[config.mk]
export PLATFORM = sky130hd
export DESIGN_NAME = pos_ring_target_filter
export DESIGN_NICKNAME = d
export VERILOG_FILES = /design/src/rtl/pos_ring_target_filter_pkg.sv /design/src/rtl/pos_ring_target_filter_hit_fifo.sv /design/src/rtl/pos_ring_target_filter.sv
export SDC_FILE = /design/constraint.sdc
export NUM_CORES = 1
export LEC_CHECK = 0
export CELL_PAD_IN_SITES_DETAIL_PLACEMENT = 1
export CELL_PAD_IN_SITES_GLOBAL_PLACEMENT = 2
export CORE_MARGIN = 1
export CORE_UTILIZATION = 46
export DETAILED_ROUTE_END_ITERATION = 7
export PLACE_DENSITY = 0.84
export SLEW_MARGIN = 20
export SYNTH_ARGS = -nofsm -noshare
export SYNTH_HDL_FRONTEND = slang
export SYNTH_SLANG_ARGS = --single-unit
[constraint.sdc]
create_clock -name clk -period 18.9 [get_ports clk]
set_clock_uncertainty 0.1 [all_clocks]
set_input_delay 1.89 -clock clk [delete_from_list [all_inputs] [get_ports clk]]
set_output_delay 1.89 -clock clk [all_outputs]
set_load 0.05 [all_outputs]
[src/rtl/pos_ring_target_filter_pkg.sv]
// Shared constants, target table entry type and match helper for the position-ring
// target filter.
package pos_ring_target_filter_pkg;

    localparam int unsigned GLOBAL_CELL_ID_WIDTH = 3;
    localparam int unsigned HOP_WIDTH            = 4;
    localparam int unsigned GCID_BITS            = 3 * GLOBAL_CELL_ID_WIDTH;

    typedef struct packed {
        logic                 en;
        logic [2:0]           mask;
        logic [GCID_BITS-1:0] gcid;
    } target_entry_t;

    // Axis a occupies gcid[a*W +: W] and is wildcarded by mask[a]; z is axis 0.
    function automatic logic entry_match(input target_entry_t e,
                                         input logic [GCID_BITS-1:0] g);
        logic ok;
        ok = e.en;
        for (int a = 0; a < 3; a++) begin
            ok = ok & (e.mask[a] |
                       (e.gcid[a*GLOBAL_CELL_ID_WIDTH +: GLOBAL_CELL_ID_WIDTH] ==
                        g[a*GLOBAL_CELL_ID_WIDTH +: GLOBAL_CELL_ID_WIDTH]));
        end
        return ok;
    endfunction

endpackage

[src/rtl/pos_ring_target_filter_hit_fifo.sv]
// First-word fall-through FIFO holding local hits; pointers carry one extra wrap bit
// so full and empty can be told apart.
module pos_hit_fifo #(
    parameter int unsigned WIDTH = 8,
    parameter int unsigned DEPTH = 8
) (
    input  logic             clk,
    input  logic             rst_n,
    input  logic             push_i,
    input  logic [WIDTH-1:0] wdata_i,
    output logic             full_o,
    input  logic             pop_i,
    output logic             valid_o,
    output logic [WIDTH-1:0] rdata_o
);

    localparam int unsigned AW = $clog2(DEPTH);

    logic [WIDTH-1:0] mem_q [DEPTH];
    logic [WIDTH-1:0] mem_d [DEPTH];
    logic [AW:0]      wptr_q, wptr_d;
    logic [AW:0]      rptr_q, rptr_d;
    logic             empty, do_push, do_pop;

    assign empty   = (wptr_q == rptr_q);
    assign full_o  = (wptr_q[AW] != rptr_q[AW]) && (wptr_q[AW-1:0] == rptr_q[AW-1:0]);
    assign valid_o = !empty;
    assign rdata_o = mem_q[rptr_q[AW-1:0]];
    assign do_push = push_i && !full_o;
    assign do_pop  = pop_i && !empty;

    always_comb begin
        mem_d  = mem_q;
        wptr_d = wptr_q;
        rptr_d = rptr_q;
        if (do_push) begin
            mem_d[wptr_q[AW-1:0]] = wdata_i;
            wptr_d                = wptr_q + (AW+1)'(1);
        end
        if (do_pop) begin
            rptr_d = rptr_q + (AW+1)'(1);
        end
    end

    always_ff @(posedge clk) begin
        if (!rst_n) begin
            wptr_q <= '0;
            rptr_q <= '0;
        end else begin
            wptr_q <= wptr_d;
            rptr_q <= rptr_d;
        end
    end

    // Storage needs no reset: empty pointers make stale words unobservable.
    always_ff @(posedge clk) begin
        mem_q <= mem_d;
    end

endmodule

[src/rtl/pos_ring_target_filter.sv]
// Ring node filter: matches packets against a loadable target table, copies hits to a
// local FIFO and forwards with decremented hop count or retires at hop 0.
module pos_ring_target_filter
    import pos_ring_target_filter_pkg::*;
#(
    parameter int unsigned GCID_W      = GLOBAL_CELL_ID_WIDTH,
    parameter int unsigned NUM_TARGETS = 4,
    parameter int unsigned IDX_W       = (NUM_TARGETS > 1) ? $clog2(NUM_TARGETS) : 1,
    parameter int unsigned DATA_W      = 96,
    parameter int unsigned HOP_W       = HOP_WIDTH,
    parameter int unsigned FIFO_DEPTH  = 8,
    parameter int unsigned CNT_W       = 16
) (
    input  logic                clk,
    input  logic                rst_n,
    input  logic                cfg_we,
    input  logic [IDX_W-1:0]    cfg_idx,
    input  logic [3*GCID_W-1:0] cfg_gcid,
    input  logic [2:0]          cfg_mask,
    input  logic                cfg_en,
    input  logic                i_valid,
    output logic                o_ready,
    input  logic [3*GCID_W-1:0] i_gcid,
    input  logic [HOP_W-1:0]    i_hops,
    input  logic [DATA_W-1:0]   i_data,
    output logic                o_ring_valid,
    input  logic                i_ring_ready,
    output logic [3*GCID_W-1:0] o_ring_gcid,
    output logic [HOP_W-1:0]    o_ring_hops,
    output logic [DATA_W-1:0]   o_ring_data,
    output logic                o_local_valid,
    input  logic                i_local_ready,
    output logic [3*GCID_W-1:0] o_local_gcid,
    output logic [DATA_W-1:0]   o_local_data,
    output logic [IDX_W-1:0]    o_local_idx,
    output logic [CNT_W-1:0]    o_hit_count,
    output logic [CNT_W-1:0]    o_retire_count
);

    localparam int unsigned FIFO_W = 3*GCID_W + DATA_W + IDX_W;

    target_entry_t       tbl_q [NUM_TARGETS];
    target_entry_t       tbl_d [NUM_TARGETS];
    logic                ring_valid_q, ring_valid_d;
    logic [3*GCID_W-1:0] ring_gcid_q, ring_gcid_d;
    logic [HOP_W-1:0]    ring_hops_q, ring_hops_d;
    logic [DATA_W-1:0]   ring_data_q, ring_data_d;
    logic [CNT_W-1:0]    hit_cnt_q, hit_cnt_d;
    logic [CNT_W-1:0]    ret_cnt_q, ret_cnt_d;

    logic                hit;
    logic [IDX_W-1:0]    hit_idx;
    logic                fifo_full, ring_slot_free, xfer, retire;
    logic [FIFO_W-1:0]   fifo_rdata;

    assign ring_slot_free = !ring_valid_q || i_ring_ready;
    assign o_ready        = rst_n && ring_slot_free && !fifo_full;
    assign xfer           = i_valid && o_ready;
    assign retire         = xfer && (i_hops == '0);

    // Descending scan so the lowest matching index wins.
    always_comb begin
        hit     = 1'b0;
        hit_idx = '0;
        for (int k = NUM_TARGETS - 1; k >= 0; k--) begin
            if (entry_match(tbl_q[k], i_gcid)) begin
                hit     = 1'b1;
                hit_idx = IDX_W'(k);
            end
        end
    end

    always_comb begin
        tbl_d = tbl_q;
        if (cfg_we) begin
            for (int k = 0; k < NUM_TARGETS; k++) begin
                if (cfg_idx == IDX_W'(k)) begin
                    tbl_d[k] = '{en: cfg_en, mask: cfg_mask, gcid: cfg_gcid};
                end
            end
        end
    end

    always_comb begin
        ring_valid_d = ring_valid_q;
        ring_gcid_d  = ring_gcid_q;
        ring_hops_d  = ring_hops_q;
        ring_data_d  = ring_data_q;
        if (xfer && !retire) begin
            ring_valid_d = 1'b1;
            ring_gcid_d  = i_gcid;
            ring_hops_d  = i_hops - HOP_W'(1);
            ring_data_d  = i_data;
        end else if (i_ring_ready) begin
            ring_valid_d = 1'b0;
        end
    end

    always_comb begin
        hit_cnt_d = hit_cnt_q;
        ret_cnt_d = ret_cnt_q;
        if (xfer && hit && (hit_cnt_q != '1)) begin
            hit_cnt_d = hit_cnt_q + CNT_W'(1);
        end
        if (retire && (ret_cnt_q != '1)) begin
            ret_cnt_d = ret_cnt_q + CNT_W'(1);
        end
    end

    always_ff @(posedge clk) begin
        if (!rst_n) begin
            tbl_q        <= '{default: '0};
            ring_valid_q <= 1'b0;
            ring_gcid_q  <= '0;
            ring_hops_q  <= '0;
            ring_data_q  <= '0;
            hit_cnt_q    <= '0;
            ret_cnt_q    <= '0;
        end else begin
            tbl_q        <= tbl_d;
            ring_valid_q <= ring_valid_d;
            ring_gcid_q  <= ring_gcid_d;
            ring_hops_q  <= ring_hops_d;
            ring_data_q  <= ring_data_d;
            hit_cnt_q    <= hit_cnt_d;
            ret_cnt_q    <= ret_cnt_d;
        end
    end

    pos_hit_fifo #(
        .WIDTH (FIFO_W),
        .DEPTH (FIFO_DEPTH)
    ) u_hit_fifo (
        .clk     (clk),
        .rst_n   (rst_n),
        .push_i  (xfer && hit),
        .wdata_i ({i_gcid, i_data, hit_idx}),
        .full_o  (fifo_full),
        .pop_i   (i_local_ready),
        .valid_o (o_local_valid),
        .rdata_o (fifo_rdata)
    );

    assign {o_local_gcid, o_local_data, o_local_idx} = fifo_rdata;

    assign o_ring_valid   = ring_valid_q;
    assign o_ring_gcid    = ring_gcid_q;
    assign o_ring_hops    = ring_hops_q;
    assign o_ring_data    = ring_data_q;
    assign o_hit_count    = hit_cnt_q;
    assign o_retire_count = ret_cnt_q;

endmodule
==> After elaboration in Yosys (flattened, before gate mapping) <==
Cells that the tools add are included.
Widths: inputs -> output; s select.
{ "word_totals": {"ff_bits": 1058, "out_inout_bits": 251, "elab_cells": 122, "inputBits": 130} }
{ "classes": {"reduce_logical": 24, "n_eq_ne": 20, "n_addsub": 5, "n_lt_le_gt_ge": 3, "n_mux": 16, "bitwise_logic": 26} }
{ "op_table": {"columns": ["operator", "count"], "rows": [
  ["$bwmux 856", 1],
  ["$bmux 107 s3", 1],
  ["$demux 107 s3", 1],
  ["$mux 107", 3],
  ["$eq 3x3->1", 13],
  ["$add 16x1->16 const B", 2],
  ["$ne 16x16->1 const B", 2],
  ["$and 1x1->1", 12],
  ["$logic_and 1x1->1", 12],
  ["$or 1x1->1", 12],
  ["$add 4x1->4 const B", 2],
  ["$ge 4x4->1 const B", 2],
  ["$mux 2", 4],
  ["$not 3->4", 2],
  ["$reduce_and 2->1", 4],
  ["$mux 1", 6],
  ["$eq 2x2->1 const B", 2],
  ["$eq 4x4->1", 1],
  ["$logic_not 1->1", 4],
  ["$logic_not 4->1", 1],
  ["$lt 4x1->1 const B", 1],
  ["$sub 4x1->4 const B", 1],
  ["$eq 2x1->1 const B", 1],
  ["$logic_not 2->1", 1],
  ["other kinds (3)", 3]
]} }

==> Logic depth before layout (Yosys ltp) <==
Gate-level depths: netlist of the first run.
{ "logic_depth": {"ltp_word": 11, "mapped_depth": 10, "mapped_depth_nobuf": 7} }

==> Modules after synthesis <==
From an unflattened synthesis of the first run, not the netlist that was laid out.
{ "hier_totals": {"hier_cells": 2284, "area_unflattened_um2": 40515.1} }
{ "by_module_without_submodules": {"columns": ["mod", "area_each_um2", "cells_each", "instances"], "rows": [
  ["pos_hit_fifo", 32834.0, 1316, 1],
  ["pos_ring_target_filter", 7681.1, 968, 1]
]} }

==> Worst setup path after synthesis of the first run <==
No wires, ideal clock.
{ "synth_path": {"path_kind": "input to register", "startpoint": "input i_gcid[3]", "endpoint": "register u_hit_fifo.mem_q[642] (netlist name) (enable)", "t_arrival_ns": 10.463, "cell_stages": 8, "setup_time_ns": 0.705, "slack_ns": 7.632, "path_cell_list": "buf_2 -> xnor2_1 -> a31oi_1 -> nor4b_2 -> nor4_2 -> clkbuf_1 -> nand3b_1 -> nor3_1"} }
{ "synth_between": {"elab_chain_len": 10} }
{ "synth_lines": {"columns": ["item", "line_no", "text"], "rows": [
  ["start: declaration", "pos_ring_target_filter.sv:23", "input logic [3*GCID_W-1:0] i_gcid,"],
  ["$eq 3x3->1", "pos_ring_target_filter_pkg.sv:22", "(e.gcid[a*GLOBAL_CELL_ID_WIDTH +: GLOBAL_CELL_ID_WIDTH] =="],
  ["$or 1x1->1", "pos_ring_target_filter_pkg.sv:21", "ok = ok & (e.mask[a] |"],
  ["$and 1x1->1 (2 in series)", "pos_ring_target_filter_pkg.sv:21", null],
  ["$mux 1 (3 in series)", "pos_ring_target_filter.sv:66", "if (entry_match(tbl_q[k], i_gcid)) begin"],
  ["$mux 1 *", "pos_ring_target_filter.sv:66", null],
  ["$logic_and 1x1->1 *", "pos_ring_target_filter.sv:136", ".push_i (xfer && hit),"],
  ["$logic_and 1x1->1 *", "pos_ring_target_filter_hit_fifo.sv:29", "assign do_push = push_i && !full_o;"],
  ["end signal: assignment", "pos_ring_target_filter_hit_fifo.sv:57", "mem_q <= mem_d;"],
  ["end: declaration", "pos_ring_target_filter_hit_fifo.sv:19", "logic [WIDTH-1:0] mem_q [DEPTH];"]
]} }
Every way passes the cells marked *; elsewhere a longest branch is shown, timed or not.
A chain may end at the register's enable or synchronous reset.

==> Worst setup path after layout of the first run <==
{ "layout_path": {"startpoint": "register u_hit_fifo.rptr_q[0]", "endpoint": "output o_local_data[30]"} }
{ "layout_between": {"elab_chain_len": 4} }
{ "layout_lines": {"columns": ["item", "line_no", "text"], "rows": [
  ["start: declaration", "pos_ring_target_filter_hit_fifo.sv:22", "logic [AW:0] rptr_q, rptr_d;"],
  ["start signal: assignment", "pos_ring_target_filter_hit_fifo.sv:51", "rptr_q <= rptr_d;"],
  ["$not 3->4 (implied by the code)", "pos_ring_target_filter_hit_fifo.sv:28", "assign rdata_o = mem_q[rptr_q[AW-1:0]];"],
  ["$bmux 107 s3", "pos_ring_target_filter_hit_fifo.sv:28", null],
  ["$mux 107 (implied by the code) (2 in series)", "pos_ring_target_filter_hit_fifo.sv:28", null],
  ["end: declaration", "pos_ring_target_filter.sv:34", "output logic [DATA_W-1:0] o_local_data,"]
]} }
Every way passes these cells. The select of a mux whose other input is x is not followed.

==> metrics.txt, run 1 <==
final max-slew violation count 0; post-synth top area cell edfxtp_1; Post-Syn Area per Cell 17.69 µm²; critical path class flip-flop to primary output; f_max 0.1483 GHz; initial antenna violation count 5; Area growth syn-to-layout 21.51%; Fin Hold WS 0.3579 ns; cts hold-fix bufs 0; RD Place Congestion 0.7664; GRT overflow 0; asr flop ratio synth 0; #FFs+latches synth 1,058; via/cell ratio 5.556; clock sink total 1,058; largest net degree at the start of global routing 99; Cell Pwr Density 99.04 nW/µm²; setup tns final 0 ns; Die Width 297.7 µm; Routed Antenna Nets 0; layout cell share with drive strength beyond 1 0.1930; post-CTS resize count 0; worst-path cell with the longest stage delay buf_4; Fillers 7,842; post-synthesis instance total 2,273; Post-CTS Setup Bufs 0; most frequent cell after synthesis edfxtp_1; LEAKAGE 15.13 nW; Clock H-tree levels 3; max_cap viols 0; clock tree buffer depth 3; Post-Syn Nets 2,408; DRC 0; CP top delay family buffers and inverters; worst slew pin tran 1.059 ns; Synth area leaders edfxtp_1, mux4_2, dfxtp_1; via count 21.78k; Commonest cells post-synth edfxtp_1, nand2_1, mux4_2; die area 88,610 µm²; critical-path cell list buf_6 -> buf_4 -> mux4_2 -> mux2_2 -> clkdlybuf4s50_1; Worst path max stage delay 0.82 ns; final wirelength 99.90 mm; status finished, final reports clean; Core ar. 86,620 µm²; number of port buffers 380; # nets final 2,802; EDFF count, synth 856; required time at the worst-slack endpoint 16.91 ns; Clk Latency, worst-skew pair 0.68 ns; I/O pin count 381; Synth Flop Type edfxtp_1; final cycle utilization of the critical path 0.3569; RSZ-0062 raised after global routing no; CP Capture Type primary output; r2r startpoint u_hit_fifo.rptr_q[0]; Tot GR Track Use 0.2266; Fin. Hold Viols 0; Site Rows 108; Initial DRC Count 1,401; critical path launch point type flip-flop; post-synth cell types 50; Power Total 0.004840 W; Syn Std Cell Area 40,210 µm²; drt pass-1 iters 5; Die Height 297.7 µm; Finish-stage setup viols 0; Util after Layout 0.5642; YS warnings 0; hold path start o_ring_data[46]; Worst setup startpoint u_hit_fifo.rptr_q[0]; min Tclk post-route 6.745 ns; number of global-route vias before repair 23.78k; top cell type's share of synthesized area 0.6392; average wire per standard cell 25.48 µm; Initial Util 0.4643; Detailed Place HPWL 60.53 mm; clock-pin slew on the worst setup and hold paths 0.06 ns; critical path peak fanout 49; Worst Path Arrival 4.76 ns; clk root buf clkbuf_16; worst min path class flip-flop to flip-flop; crit path buf inv count 3; first-pass GRT wire length 150.4 mm; Seq/Total Area, Yosys 0.7397; Rel. slew slack 0.2942; CTS tree yes; maximum vdd drop 0.06945 mV; CTS buffer count 109
-- path summary, 6_finish.rpt --
| kind | to | slack [ns] | cells after the start |
|---|---|---|---|
| max | o_local_data[30] | 12.16 | 5 |
| min | o_ring_data[46] | 0.36 | 2 |
| max reg2reg | u_hit_fifo.mem_q[213] | 13.00 | 10 |
| min reg2reg | o_ring_data[46] | 0.36 | 2 |
-- layout make-up --
type	count	area [µm²]	share of cell area
inverter	8	35.03	0.0007169
clock inverter	49	521.8	0.01068
sequential	1058	29760	0.6090
timing repair buffer	416	4098	0.08386
multi-input combinational	1074	9967	0.2040
tap	1155	1445	0.02957
clock buffer	156	3027	0.06194
antenna	5	12.51	0.0002560
-- worst register-to-register path, delay by kind of cell, from the launching register on --
kind | cells | cell delay [ns]
flops | 1 | 0.77
compound gates | 2 | 0.58
xor+xnor | 1 | 0.37
simple gates | 3 | 1.29
buf+inv | 4 | 2.38
-- per-layer routing --
metal / GRT usage / vias up / wire (µm)
li1: - / 9597 / -
met1: 0.2889 / 11490 / 39920
met2: 0.4015 / 578 / 52780
met3: 0.03223 / 121 / 4991
met4: 0.06762 / 2 / 2203
met5: 0 / - / 13
-- through the flow --
stage                     setup WS (ns)  instances  instance area (µm²)
after global routing              11.81       3919                48860
after CTS                         11.71       3914                48810
final                             12.16       3921                48870
after detailed placement          11.63       3709                45270
after global placement            11.83       3709                45270
after floorplan                   7.632       2273                40210
-- where the power goes --
part           switching [W]  internal, W
registers         0.00000929      0.00253
logic               0.000123    0.0000598
clock network       0.000882      0.00124
-- cell families after synthesis --
family,synth area share
simple gates,0.05162
fa+ha+maj,0.001556
compound gates,0.02645
xor+xnor,0.01285
mux,0.1533
flops,0.7397
buf+inv,0.01450
-- placed cells by master, fill, tap and decap left out, types with 19 or more instances in the layout --
master,n
buf_4,32
nand2_1,341
mux4_2,214
edfxtp_1,856
xnor2_1,56
clkinv_1,19
nor2_1,31
a21oi_1,165
mux2_2,107
clkbuf_1,37
clkbuf_16,111
clkdlybuf4s50_1,380
dfxtp_1,199
-- sequential cells by signal (all words and copies together) (netlist names) --
| signal | flops |
|---|---|
| o_retire_count | 16 |
| o_hit_count | 16 |
| o_ring_valid | 1 |
| u_hit_fifo.rptr_q | 4 |
| tbl_q | 52 |
| u_hit_fifo.wptr_q | 4 |
| o_ring_data | 96 |
| o_ring_hops | 4 |
| u_hit_fifo.mem_q | 856 |
| o_ring_gcid | 9 |
Power figures use the tool's default switching activity.
==> run 2, diff against run 1 <==
CORE_UTILIZATION = 39   (was 46)
PLACE_DENSITY = 0.76   (was 0.84)
clock period = 5.78 ns   (was 18.9 ns; I/O delays follow)
==> run 2 against run 1 <==
  * Utilization is 8.0 points lower
  * Die area rose by 18%
  * Count of clock-buffer cells in the layout is the same
  * Largest power group unchanged
  * Sequential cell count unchanged
  * Critical endpoint is now o_local_data[42]
  * Final cell count rose by 5.3%
==> metrics.txt, run 2 (same netlist as run 1, synthesis figures left out) <==
number of port buffers 380 (unchanged); Final Worst Setup Slack 1.290 ns (-10.87 ns); clock-pin slew on the worst setup and hold paths 0.06 ns (about the same); CTS buffer count 109 (unchanged); die area 104,400 µm² (+18%); Worst R2R Path Depth 8 (-2); setup tns final 0 ns (unchanged); critical path launch point type flip-flop; critical-path cell list buf_4 -> mux2_2 -> clkdlybuf4s50_1; Post-CTS Setup Bufs 0 (unchanged); final max-slew violation count 0 (unchanged); via count 21.38k (-1.9%); RSZ-0062 raised after global routing no; f_max 0.2227 GHz; area of the multi-input gates 9980 µm² (+0.13%); average wire per standard cell 23.89 µm (-6.2%); number of global-route vias before repair 23.45k (-1.4%); Worst setup startpoint u_hit_fifo.rptr_q[2]; status finished, final reports clean; I/O pin count 381 (unchanged); Finish-stage setup viols 0 (unchanged); Biggest register u_hit_fifo.mem_q; via/cell ratio 5.179 (-6.8%); clk root buf clkbuf_16; Die Width 323.1 µm (+8.5%); Fillers 9,624 (+23%); drt pass-1 iters 7 (+2); reg2reg setup slack 1.95 ns (-11.05 ns); Non-Filler Instances 4,127 (+5.3%); clock tree buffer depth 3 (unchanged); first-pass GRT wire length 146.9 mm (-2.3%); critical path class flip-flop to primary output; max_cap viols 0 (unchanged); RD Place Congestion 0.7451 (-2.8%); Core ar. 102,000 µm² (+18%); largest net degree at the start of global routing 141 (+42%); critical path peak fanout 62 (+27%); worst slack, placed 1.187 ns (-10.44 ns); reg-to-reg critical path endpoint u_hit_fifo.mem_q[556]; Detailed Place HPWL 59.56 mm (-1.6%); Site Rows 117 (+8.3%); Die Height 323.1 µm (+8.5%); LEAKAGE 15.21 nW (+0.51%); Rel. slew slack 0.2959 (+0.001710); CP Capture Type primary output; # nets final 2,801 (-0.036%); Clock H-tree levels 3 (unchanged); Critical Path Sink o_local_data[42]; maximum vdd drop 0.2250 mV (+220%); worst slew pin tran 1.056 ns (-0.002566 ns); clock sink total 1,058 (unchanged); Fin. Hold Viols 0 (unchanged); Worst Path Arrival 3.81 ns (-0.95 ns); Area growth syn-to-layout 22.84%; Tot GR Track Use 0.1889 (-0.03763); most common cell after layout, fill and taps aside edfxtp_1; layout cell share with drive strength beyond 1 0.1954 (+0.002385); commonest non-fill, non-tap cells in the layout edfxtp_1, clkdlybuf4s50_1, nand2_1; CTS tree yes; DRC 0 (unchanged); final cycle utilization of the critical path 0.7769; Initial Util 0.3941 (-0.07015); final wirelength 98.61 mm (-1.3%); Clk Latency, worst-skew pair 0.67 ns (about the same); cts hold-fix bufs 0 (unchanged); initial antenna violation count 1 (-4); required time at the worst-slack endpoint 5.10 ns (-11.81 ns); GRT overflow 0 (unchanged); Initial DRC Count 1,217 (-13%); post-CTS resize count 0 (unchanged); # placed instances 3,922 (+5.7%); Worst Hold Depth 2 (unchanged); Worst path max stage delay 0.92 ns (+0.10 ns); Cell Pwr Density 322.9 nW/µm² (+230%); max reg flops 856 (unchanged); r2r startpoint u_hit_fifo.rptr_q[2]; worst-path cell with the longest stage delay dfxtp_4; Routed Antenna Nets 0 (unchanged); worst min path class flip-flop to flip-flop; register area 29,760 µm² (unchanged); min Tclk post-route 4.490 ns
-- run 2: power by group --
| part | total [W] | switching (W) | internal, W |
|---|---|---|---|
| logic | 0.000595 | 0.000398 | 0.000197 |
| registers | 0.00830 | 0.0000289 | 0.00827 |
| clock network | 0.00706 | 0.00288 | 0.00418 |
-- run 2: routing by layer --
metal | track usage | wire, µm | share of wire | vias up
li1 | - | - | - | 9605
met1 | 0.2410 | 41200 | 0.42 | 11210
met2 | 0.3314 | 51160 | 0.52 | 424
met3 | 0.03243 | 3960 | 0.040 | 132
met4 | 0.05171 | 2282 | 0.023 | 2
met5 | 0 | 13 | 0.00013 | -
-- run 2: worst min path at each step --
| stage | to | startpoint | slack (ns) |
|---|---|---|---|
| after global placement | o_ring_data[41] | o_ring_data[41] | 0.34 |
| after detailed placement | tbl_q[12] | tbl_q[12] | 0.35 |
| final | o_ring_data[34] | o_ring_data[34] | 0.35 |
| after CTS | tbl_q[12] | tbl_q[12] | 0.36 |
| after floorplan | tbl_q[12] | tbl_q[12] | 0.33 |
| after global routing | tbl_q[12] | tbl_q[12] | 0.37 |
-- run 2: cell type report --
| class | instances | share of cell area |
|---|---|---|
| Clock buffer | 156 | 0.06210 |
| Inverter | 8 | 0.0007092 |
| Tap cell | 1368 | 0.03465 |
| Sequential cell | 1058 | 0.6024 |
| Clock inverter | 47 | 0.01109 |
| Antenna cell | 1 | 0.00005066 |
| Multi-Input combinational cell | 1074 | 0.2020 |
| Timing Repair Buffer | 415 | 0.08695 |
-- run 2: critical path: cells and delay by family, from the launching register on --
family / cells / cell delay, ns
flops: 1 / 0.92
mux: 1 / 0.40
buf+inv: 2 / 1.74
-- run 2: metrics by stage --
step           total power, W  utilization  instance area, µm²  hold slack [ns]
5_1_grt               0.01642       0.4841               49400           0.3695
2_1_floorplan        0.008734            -               40220           0.3314
4_1_cts               0.01614       0.4840               49390           0.3560
3_3_place_gp         0.009039       0.4486               45770           0.3403
3_5_place_dp         0.009061       0.4486               45770           0.3483
6_report              0.01595       0.4842               49400           0.3547
